### config.mk
export PLATFORM = sky130hd
export DESIGN_NAME = glitch_detector
export DESIGN_NICKNAME = d
export VERILOG_FILES = /design/src/rtl/glitch_pkg.sv /design/src/rtl/delay_line.sv /design/src/rtl/glitch_detector.sv
export SDC_FILE = /design/constraint.sdc
export NUM_CORES = 1
export LEC_CHECK = 0
export BUFFER_PORTS_ARGS = -buffer_cell sky130_fd_sc_hd__buf_4
export CAP_MARGIN = 40
export CELL_PAD_IN_SITES_DETAIL_PLACEMENT = 0
export CELL_PAD_IN_SITES_GLOBAL_PLACEMENT = 1
export CORE_ASPECT_RATIO = 0.9
export CORE_MARGIN = 1.5
export CORE_UTILIZATION = 35
export DETAILED_ROUTE_END_ITERATION = 7
export GPL_TIMING_DRIVEN = 0
export PLACE_DENSITY = 0.79
export SLEW_MARGIN = 20
export SYNTH_ARGS = -nofsm -noshare
export SYNTH_HDL_FRONTEND = slang
export SYNTH_HIERARCHICAL = 1
export SYNTH_SLANG_ARGS = --single-unit
export TNS_END_PERCENT = 30
### constraint.sdc
create_clock -name clk -period 2 [get_ports clk]
set_clock_uncertainty 0.1 [all_clocks]
set_input_delay 0.2 -clock clk [delete_from_list [all_inputs] [get_ports clk]]
set_output_delay 0.2 -clock clk [all_outputs]
set_load 0.005 [all_outputs]
### src/rtl/glitch_pkg.sv
// Types and constants shared by the lockstep glitch injector and detector.
package glitch_pkg;

  typedef enum logic [1:0] {
    StOk      = 2'd0,
    StSuspect = 2'd1,
    StFault   = 2'd2
  } state_e;

  localparam int unsigned DefaultWidth = 8;

  // Reference stream patterns used by the injector and its benches.
  localparam logic [7:0] PatIdle = 8'hAA;
  localparam logic [7:0] PatFlip = 8'h55;

endpackage

### src/rtl/delay_line.sv
// Fixed-latency register pipeline with synchronous active-low reset.
// DELAY=0 is a wire.
module delay_line #(
  parameter int unsigned WIDTH = 9,
  parameter int unsigned DELAY = 2
) (
  input  logic             clk,
  input  logic             reset,
  input  logic [WIDTH-1:0] din,
  output logic [WIDTH-1:0] dout
);

  if (DELAY == 0) begin : g_bypass
    logic unused_clk_rst;
    assign unused_clk_rst = ^{clk, reset};
    assign dout = din;
  end else begin : g_pipe
    logic [WIDTH-1:0] stage_q [DELAY];

    always_ff @(posedge clk) begin
      if (!reset) begin
        for (int i = 0; i < int'(DELAY); i++) stage_q[i] <= '0;
      end else begin
        stage_q[0] <= din;
        for (int i = 1; i < int'(DELAY); i++) stage_q[i] <= stage_q[i-1];
      end
    end

    assign dout = stage_q[DELAY-1];
  end

endmodule

### src/rtl/glitch_detector.sv
// Lockstep comparator: aligns the primary core word with the lagging shadow word,
// classifies divergence as OK/SUSPECT/FAULT and keeps a sticky fault for recovery logic.
module glitch_detector
  import glitch_pkg::*;
#(
  parameter int unsigned WIDTH     = DefaultWidth,
  parameter int unsigned DELAY     = 2,
  parameter int unsigned THRESHOLD = 3,
  parameter int unsigned CNT_W     = 16
) (
  input  logic             clk,
  input  logic             reset,
  input  logic             valid_a,
  input  logic [WIDTH-1:0] data_a,
  input  logic             valid_b,
  input  logic [WIDTH-1:0] data_b,
  input  logic             clear,
  output logic             mismatch,
  output logic             fault,
  output logic [1:0]       state,
  output logic [CNT_W-1:0] mismatch_count,
  output logic [WIDTH-1:0] first_diff
);

  localparam int unsigned ConsecW = $clog2(THRESHOLD + 1);
  localparam logic [ConsecW-1:0] ThreshC = ConsecW'(THRESHOLD);

  logic [WIDTH:0]     a_dly;
  logic               valid_a_d;
  logic [WIDTH-1:0]   data_a_d;

  logic               mismatch_evt;
  logic               match_evt;
  logic [WIDTH-1:0]   diff;
  logic [ConsecW-1:0] consec_inc;

  state_e             state_q;
  logic               fault_q;
  logic               mismatch_q;
  logic [ConsecW-1:0] consec_q;
  logic [CNT_W-1:0]   count_q;
  logic [WIDTH-1:0]   first_diff_q;

  delay_line #(
    .WIDTH(WIDTH + 1),
    .DELAY(DELAY)
  ) u_delay (
    .clk  (clk),
    .reset(reset),
    .din  ({valid_a, data_a}),
    .dout (a_dly)
  );

  assign valid_a_d = a_dly[WIDTH];
  assign data_a_d  = a_dly[WIDTH-1:0];

  always_comb begin
    mismatch_evt = 1'b0;
    match_evt    = 1'b0;
    diff         = '0;
    if (valid_a_d && valid_b) begin
      mismatch_evt = (data_a_d != data_b);
      match_evt    = !mismatch_evt;
      diff         = data_a_d ^ data_b;
    end else if (valid_a_d || valid_b) begin
      // Valid divergence: no meaningful XOR, flag every bit.
      mismatch_evt = 1'b1;
      diff         = '1;
    end
  end

  assign consec_inc = consec_q + ConsecW'(1);

  always_ff @(posedge clk) begin
    if (!reset) begin
      state_q      <= StOk;
      fault_q      <= 1'b0;
      mismatch_q   <= 1'b0;
      consec_q     <= '0;
      count_q      <= '0;
      first_diff_q <= '0;
    end else if (clear) begin
      // Acknowledge wins over a same-cycle event; that event is dropped.
      state_q      <= StOk;
      fault_q      <= 1'b0;
      mismatch_q   <= 1'b0;
      consec_q     <= '0;
      count_q      <= '0;
      first_diff_q <= '0;
    end else begin
      mismatch_q <= mismatch_evt;
      if (mismatch_evt) begin
        if (count_q == '0) first_diff_q <= diff;
        if (count_q != '1) count_q <= count_q + CNT_W'(1);
      end
      case (state_q)
        StOk: begin
          if (mismatch_evt) begin
            consec_q <= ConsecW'(1);
            if (THRESHOLD == 1) begin
              state_q <= StFault;
              fault_q <= 1'b1;
            end else begin
              state_q <= StSuspect;
            end
          end
        end
        StSuspect: begin
          if (mismatch_evt) begin
            consec_q <= consec_inc;
            if (consec_inc == ThreshC) begin
              state_q <= StFault;
              fault_q <= 1'b1;
            end
          end else if (match_evt) begin
            state_q  <= StOk;
            consec_q <= '0;
          end
        end
        StFault: ;
        default: begin
          state_q  <= StOk;
          fault_q  <= 1'b0;
          consec_q <= '0;
        end
      endcase
    end
  end

  assign mismatch       = mismatch_q;
  assign fault          = fault_q;
  assign state          = state_q;
  assign mismatch_count = count_q;
  assign first_diff     = first_diff_q;

endmodule

==> results of run 1 <==
[placed cells by master (no fill, tap or decap), drive strengths merged, types with 2 or more instances in the layout]
cell type,count
inv,5
ha,3
nand4,5
or4,10
o21ai,9
nor4b,2
xor2,7
or3,10
clkinv,2
dlygate4sd3,4
o31ai,5
nor3,7
clkbuf,9
and4,2
and2,19
dfxtp,48
and3,5
nor2b,2
nand2,21
buf,73
nor2,18
a21oi,20
a41oi,2
a31oi,5
nor4,3
nand3,12
[layer usage]
metal | wire length, um | vias to the layer above | GRT usage
li1 | - | 1018 | -
met1 | 2650 | 985 | 0.227
met2 | 2660 | 58 | 0.246
met3 | 295 | 10 | 0.0347
met4 | 119 | 0 | 0.0629
met5 | 0 | - | 0
[cells in the mapped netlist, types with 2 or more instances]
master | instances | area share
inv_1 | 5 | 0.0085
nor4_1 | 3 | 0.0085
nand3_1 | 12 | 0.027
nor3_1 | 6 | 0.014
nand2_1 | 21 | 0.036
nor4b_1 | 2 | 0.0079
nor2b_1 | 2 | 0.0057
nand4_1 | 5 | 0.014
xor2_1 | 7 | 0.028
or3_1 | 9 | 0.026
dfxtp_1 | 48 | 0.44
nor2_1 | 18 | 0.031
o31ai_1 | 4 | 0.014
buf_6 | 2 | 0.010
clkbuf_1 | 6 | 0.010
ha_1 | 3 | 0.017
and2_2 | 14 | 0.048
a31oi_1 | 4 | 0.011
o21ai_0 | 9 | 0.020
buf_4 | 10 | 0.034
a41oi_1 | 2 | 0.0079
a21oi_1 | 20 | 0.045
and3_1 | 5 | 0.014
or4_1 | 9 | 0.031
and4_1 | 2 | 0.0079
and2_1 | 5 | 0.014
[metrics by stage]
| stage | cells | TNS (ns) | util |
|---|---|---|---|
| floorplan | 250 | -0.0697 | - |
| global placement | 385 | -4.20 | 0.439 |
| detailed placement | 385 | -4.72 | 0.439 |
| CTS | 396 | -0.905 | 0.478 |
| global route | 407 | -2.21 | 0.504 |
| finish | 407 | -1.04 | 0.504 |
[final timing paths]
check | start | end | slack, ns
setup / recovery | u_delay/g_pipe.stage_q[0][10] | first_diff[7] | -0.08
hold / removal | data_a[5] | u_delay/g_pipe.stage_q[0][5] | 0.004
setup reg to reg | u_delay/g_pipe.stage_q[0][10] | first_diff[7] | -0.08
hold reg to reg | u_delay/g_pipe.stage_q[0][3] | u_delay/g_pipe.stage_q[0][12] | 0.34
[where the power goes]
group          switching [W]  total (W)  leakage [nW]  internal (W)
clock               0.000359   0.000736        0.0583      0.000377
sequential         0.0000167    0.00100         0.396      0.000987
combinational       0.000102   0.000224         0.768      0.000123
[final cells by class]
| class | instances | area (um^2) | area share |
|---|---|---|---|
| Buffer | 13 | 97.6 | 0.0317 |
| Clock inverter | 3 | 47.5 | 0.0154 |
| Multi-Input combinational cell | 178 | 1230 | 0.399 |
| Inverter | 5 | 18.8 | 0.00609 |
| Clock buffer | 5 | 68.8 | 0.0223 |
| Timing Repair Buffer | 68 | 536 | 0.174 |
| Sequential cell | 48 | 975 | 0.316 |
| Tap cell | 87 | 109 | 0.0353 |
[logic make-up (layout without fill, tap and decap cells)]
group                    count (synthesis)  after routing  synth area share
AND/OR/NAND/NOR                        118            118             0.307
AO/OA/AOI/OAI                           49             49             0.144
buffers and inverters                   24             94            0.0652
XOR/XNOR                                 8              8            0.0318
adder cells (fa/ha/maj)                  3              3            0.0170
flip-flops                              48             48             0.436
[state kept, by name, indices dropped and copies added, names as in the netlist]
signal,cells
first_diff,8
mismatch_count,16
fault,1
u_delay/g_pipe.stage_q,18
mismatch,1
consec_q,2
state,2
[timing repair]
action / 4_1_cts / 5_1_grt
endpoints found under the setup margin: 30 / 29
hold buffers: 1 / 3
setup buffers: 7 / 7
pin swaps: 9 / 18
resized for setup: 20 / 21
gates cloned: 0 / 2
endpoints found under the hold margin: 1 / 3
==> metrics.yaml, run 1 <==
run_status:
  outcome: "finished, violations left"
  violations: "setup timing"
route:
  postRouteAntennaNets: 0
  wl_per_cell_um: 14.1
  drt_iter0_drc: 140
  viasPerCell: 5.09
  routed_wl_um: 5730
  drc: 0
  route.vias.total: 2071
  firstDrtPassIters: 4
layout:
  syn2layout_area_growth_pct: 39.8
  final_nets: 343
  diodes: 0
  num-fill-cells: 563
  drive_above_1_share: 0.391
  fin_area_mm2: 0.00308
timing:
  finalSetupViolCount: 21
  max-slew-margin-rel: 0.471
  tightest_slew_ns: 0.791
  fmax_mhz: 480
  rsz0062_at_grt: "true"
  setup_ws_ns: -0.0814
  drv_slew: 0
  min_period_ns: 2.08
  whs_ns: 0.00351
  timing.final.crit_share: 1.04
  finalHoldViolations: 0
cts:
  clkLatencyLatePin_ns: 0.31
  cts_buffers: 5
  cts.sinks: 48
  cts_tree: "built"
  root_buffer: "clkbuf_8"
  cts_buffer_depth: 2
  h-tree-depth: 2
  clk_pin_slew_ns: 0.10
critical_path:
  start_kind: "register"
  crit_type: "reg2reg"
  arrival_ns: 2.21
  path_cells: "xor2_2 > or4_4 > buf_6 > nor3_4 > buf_6 > nor2_4 > a211oi_2"
  cpMostUsedCell: "buf_6"
  crit_fanout: 5
  slowest_stage: "or4_4"
  critPathMaxStageDelay_ns: 0.59
  crit_family: "simple AND/OR/NAND/NOR gates"
  path_buf_inv: 2
  critPathRequiredTime_ns: 2.13
  cp-end-kind: "register"
  ff2ff_path_depth: 7
  path_depth: 7
worst_hold_path:
  hold_path.class: "in2reg"
  whs_path_depth: 2
synth:
  synth_nets: 274
  syn_inst: 250
  synth_edf_count: 0
  avgSynthCellArea_um2: 8.82
  synth-main-ff-cell: "dfxtp_1"
  ys_seq_area_frac: 0.436
  syn_area_mm2: 0.00221
  synth.distinct_cells: 43
  async_flop_share: 0
  ys_ff_latch: 48
  ys.warnings.count: 6
global_routing:
  overflow: 0
  antenna_found_initial: 0
  grt_max_degree: 17
  grt_pass1_vias: 1759
  grt_pass1_wl_um: 8610
  grt_usage: 0.163
power_and_ir_drop:
  ir_worst_vdd_uv: 318
  p_leak_nw: 1.22
  totalPowerFinal_w: 0.00196
  p_per_area_mw_per_mm2: 637
die:
  die_w_um: 86.7
  dieHeight_um: 78.3
  coreArea_mm2: 0.00611
  start_util: 0.361
  ios: 49
  num_rows: 27
  fp.dieArea_mm2: 0.00679
place:
  place.gp.congestion: 0.830
  pre_cts_slack_ns: -0.259
  place_hpwl_um: 3780
  portBuffers: 48
  place_area_mm2: 0.00269
run:
  cap_violations: 0
Power figures use the tool's default switching activity.
==> run 2, diff against run 1 <==
CTS_BUF_LIST = sky130_fd_sc_hd__clkbuf_8   (was not set)
PLACE_DENSITY = not set   (was 0.79)
PLACE_DENSITY_LB_ADDON = 0.1   (was not set)
==> run 2 against run 1 <==
  * The run still ends with setup timing left
  * Clock power is 1% lower
  * Clock-buffer cell count stayed put
  * Hold slack better by 0.0095 ns
  * Wire length is 4.3% lower
  * Core utilization is 0.14 points lower
  * Die area stayed put
  * Power is 0.87% lower
  * Maximum frequency is 0.31% higher
  * Global-route usage is 0.48 points higher
  * Final cell count is 1.5% lower
==> metrics.yaml, run 2 (same netlist as run 1, synthesis figures left out) <==
layout:
  final_nets: 337
  multi_input_area_mm2: 0.00126
  syn2layout_area_growth_pct: 39.4
  seq_area_um2: 973
  fin_util: 0.503
  fin_area_mm2: 0.00307
  top_register: "u_delay/g_pipe.stage_q"
  final_cell_mix: "61 x buf_4, 40 x dfxtp_1, 20 x nand2_1"
  drive_above_1_share: 0.404
  final_common_cell: "buf_4"
  largest_reg_flops: 18
  diodes: 0
  num-fill-cells: 587
timing:
  timing.final.crit_share: 1.04
  setup_ws_ns: -0.0750
  drv_slew: 0
  tightest_slew_ns: 0.688
  finalSetupViolCount: 11
  fmax_mhz: 482
  max-slew-margin-rel: 0.540
  rsz0062_at_grt: "true"
  finalHoldViolations: 0
  min_period_ns: 2.07
  totalNegativeSetupSlack_ns: -0.581
critical_path:
  arrival_ns: 2.17
  regToRegSetupSlack_ns: -0.07
  reg2reg_to: "first_diff[6]"
  r2r-start: "u_delay/g_pipe.stage_q[0][10]"
  crit_type: "reg2reg"
  path_cells: "xor2_2 > or4_4 > or3_4 > buf_6 > nand4_1 > buf_6 > a21oi_2"
  cpMostUsedCell: "buf_6"
  crit_fanout: 7
  critPathRequiredTime_ns: 2.09
  path_depth: 7
  cp-end-kind: "register"
  endpoint: "first_diff[6]"
  critPathMaxStageDelay_ns: 0.55
  start_kind: "register"
  crit_start: "u_delay/g_pipe.stage_q[0][10]"
  slowest_stage: "or4_4"
  crit_family: "simple AND/OR/NAND/NOR gates"
  ff2ff_path_depth: 7
  path_buf_inv: 2
power_and_ir_drop:
  ir_worst_vdd_uv: 341
  net-switching-power_w: 0.000463
  totalPowerFinal_w: 0.00195
  p_comb_frac: 0.112
  p_leak_nw: 1.19
  clkPwrFrac: 0.372
  p_int_w: 0.00148
  sequentialPowerShare: 0.516
  p_per_area_mw_per_mm2: 633
  sw_frac_of_total: 0.238
global_routing:
  overflow: 0
  grt_usage: 0.168
  grt_pass1_wl_um: 8850
  grt_max_degree: 17
  grt_pass1_vias: 1793
  antenna_found_initial: 0
cts:
  cts.sinks: 48
  h-tree-depth: 2
  clkLatencyLatePin_ns: 0.31
  cts_buffers: 5
  clk_pin_slew_ns: 0.09
  cts_buffer_depth: 2
  cts_tree: "built"
  root_buffer: "clkbuf_8"
place:
  place.gp.congestion: 0.770
  portBuffers: 48
  place_hpwl_um: 3840
  place_area_mm2: 0.00269
run:
  cap_violations: 0
worst_hold_path:
  hold_path.class: "in2reg"
  holdCritStartpoint: "valid_a"
die:
  die_w_um: 86.7
  ios: 49
  start_util: 0.361
  num_rows: 27
  dieHeight_um: 78.3
  coreArea_mm2: 0.00611
  fp.dieArea_mm2: 0.00679
route:
  drc: 0
  postRouteAntennaNets: 0
  wl_per_cell_um: 13.7
  route.vias.total: 1981
  routed_wl_um: 5480
  viasPerCell: 4.94
  firstDrtPassIters: 4
  drt_iter0_drc: 56
run_status:
  outcome: "finished, violations left"
  violations: "setup timing"
## run 2: changes by cell type in the layout (fill, tap and decap cells not counted), sizes merged
cell / previous run / this run
buf: 73 / 67
## run 2: repair_timing
item / CTS / global route
pin swaps: 8 / 8
cloned: 1 / 0
hold buffers: 0 / 4
endpoints found under the setup margin: 30 / 28
setup buffers: 7 / 3
endpoints found under the hold margin: 0 / 4
resized for setup: 32 / 9
## run 2: metal layers
metal  global-route usage  up-vias  wire length, um
met5                    0        -                0
met3               0.0358        5              233
met2                0.245       45             2410
met4               0.0435        0               49
li1                     -     1012                -
met1                0.249      919             2790
## run 2: power by group through the flow
stage          combinational [W]  sequential (W)  clock [W]
6_report                0.000218         0.00100   0.000725
5_1_grt                 0.000241         0.00101   0.000789
4_1_cts                 0.000202         0.00100   0.000744
3_5_place_dp            0.000180         0.00102          0
3_3_place_gp            0.000181         0.00102          0
2_1_floorplan          0.0000974         0.00102          0
## run 2: worst min-delay path by stage
| stage | slack, ns | to | cells after the start |
|---|---|---|---|
| after floorplan | 0.24 | u_delay/g_pipe.stage_q[0][0] | 1 |
| after global placement | 0.32 | u_delay/g_pipe.stage_q[0][14] | 1 |
| after detailed placement | 0.32 | u_delay/g_pipe.stage_q[0][12] | 1 |
| after CTS | 0.003 | u_delay/g_pipe.stage_q[0][8] | 2 |
| after global routing | 0.001 | u_delay/g_pipe.stage_q[0][6] | 2 |
| final | 0.01 | u_delay/g_pipe.stage_q[0][8] | 2 |
## run 2: layout make-up
type	count	share of cell area
multi-input combinational	178	0.409
clock buffer	5	0.0224
sequential	48	0.317
buffer	12	0.0293
inverter	5	0.00611
tap	87	0.0354
clock inverter	3	0.0155
timing repair buffer	63	0.166
## run 2: stage by stage
stage / worst slack [ns] / hold WS [ns] / instances
finish: -0.0750 / 0.0131 / 401
global route: -0.171 / 0.000951 / 401
CTS: -0.101 / 0.00332 / 396
detailed placement: -0.273 / 0.320 / 385
global placement: -0.254 / 0.316 / 385
floorplan: -0.0188 / 0.236 / 250
## run 2: worst register-to-register path: stages (launching register included)
cell,delay (ns)
dfxtp_2,0.34
xor2_2,0.14
or4_4,0.55
or3_4,0.39
buf_6,0.13
nand4_1,0.11
buf_6,0.16
a21oi_2,0.06
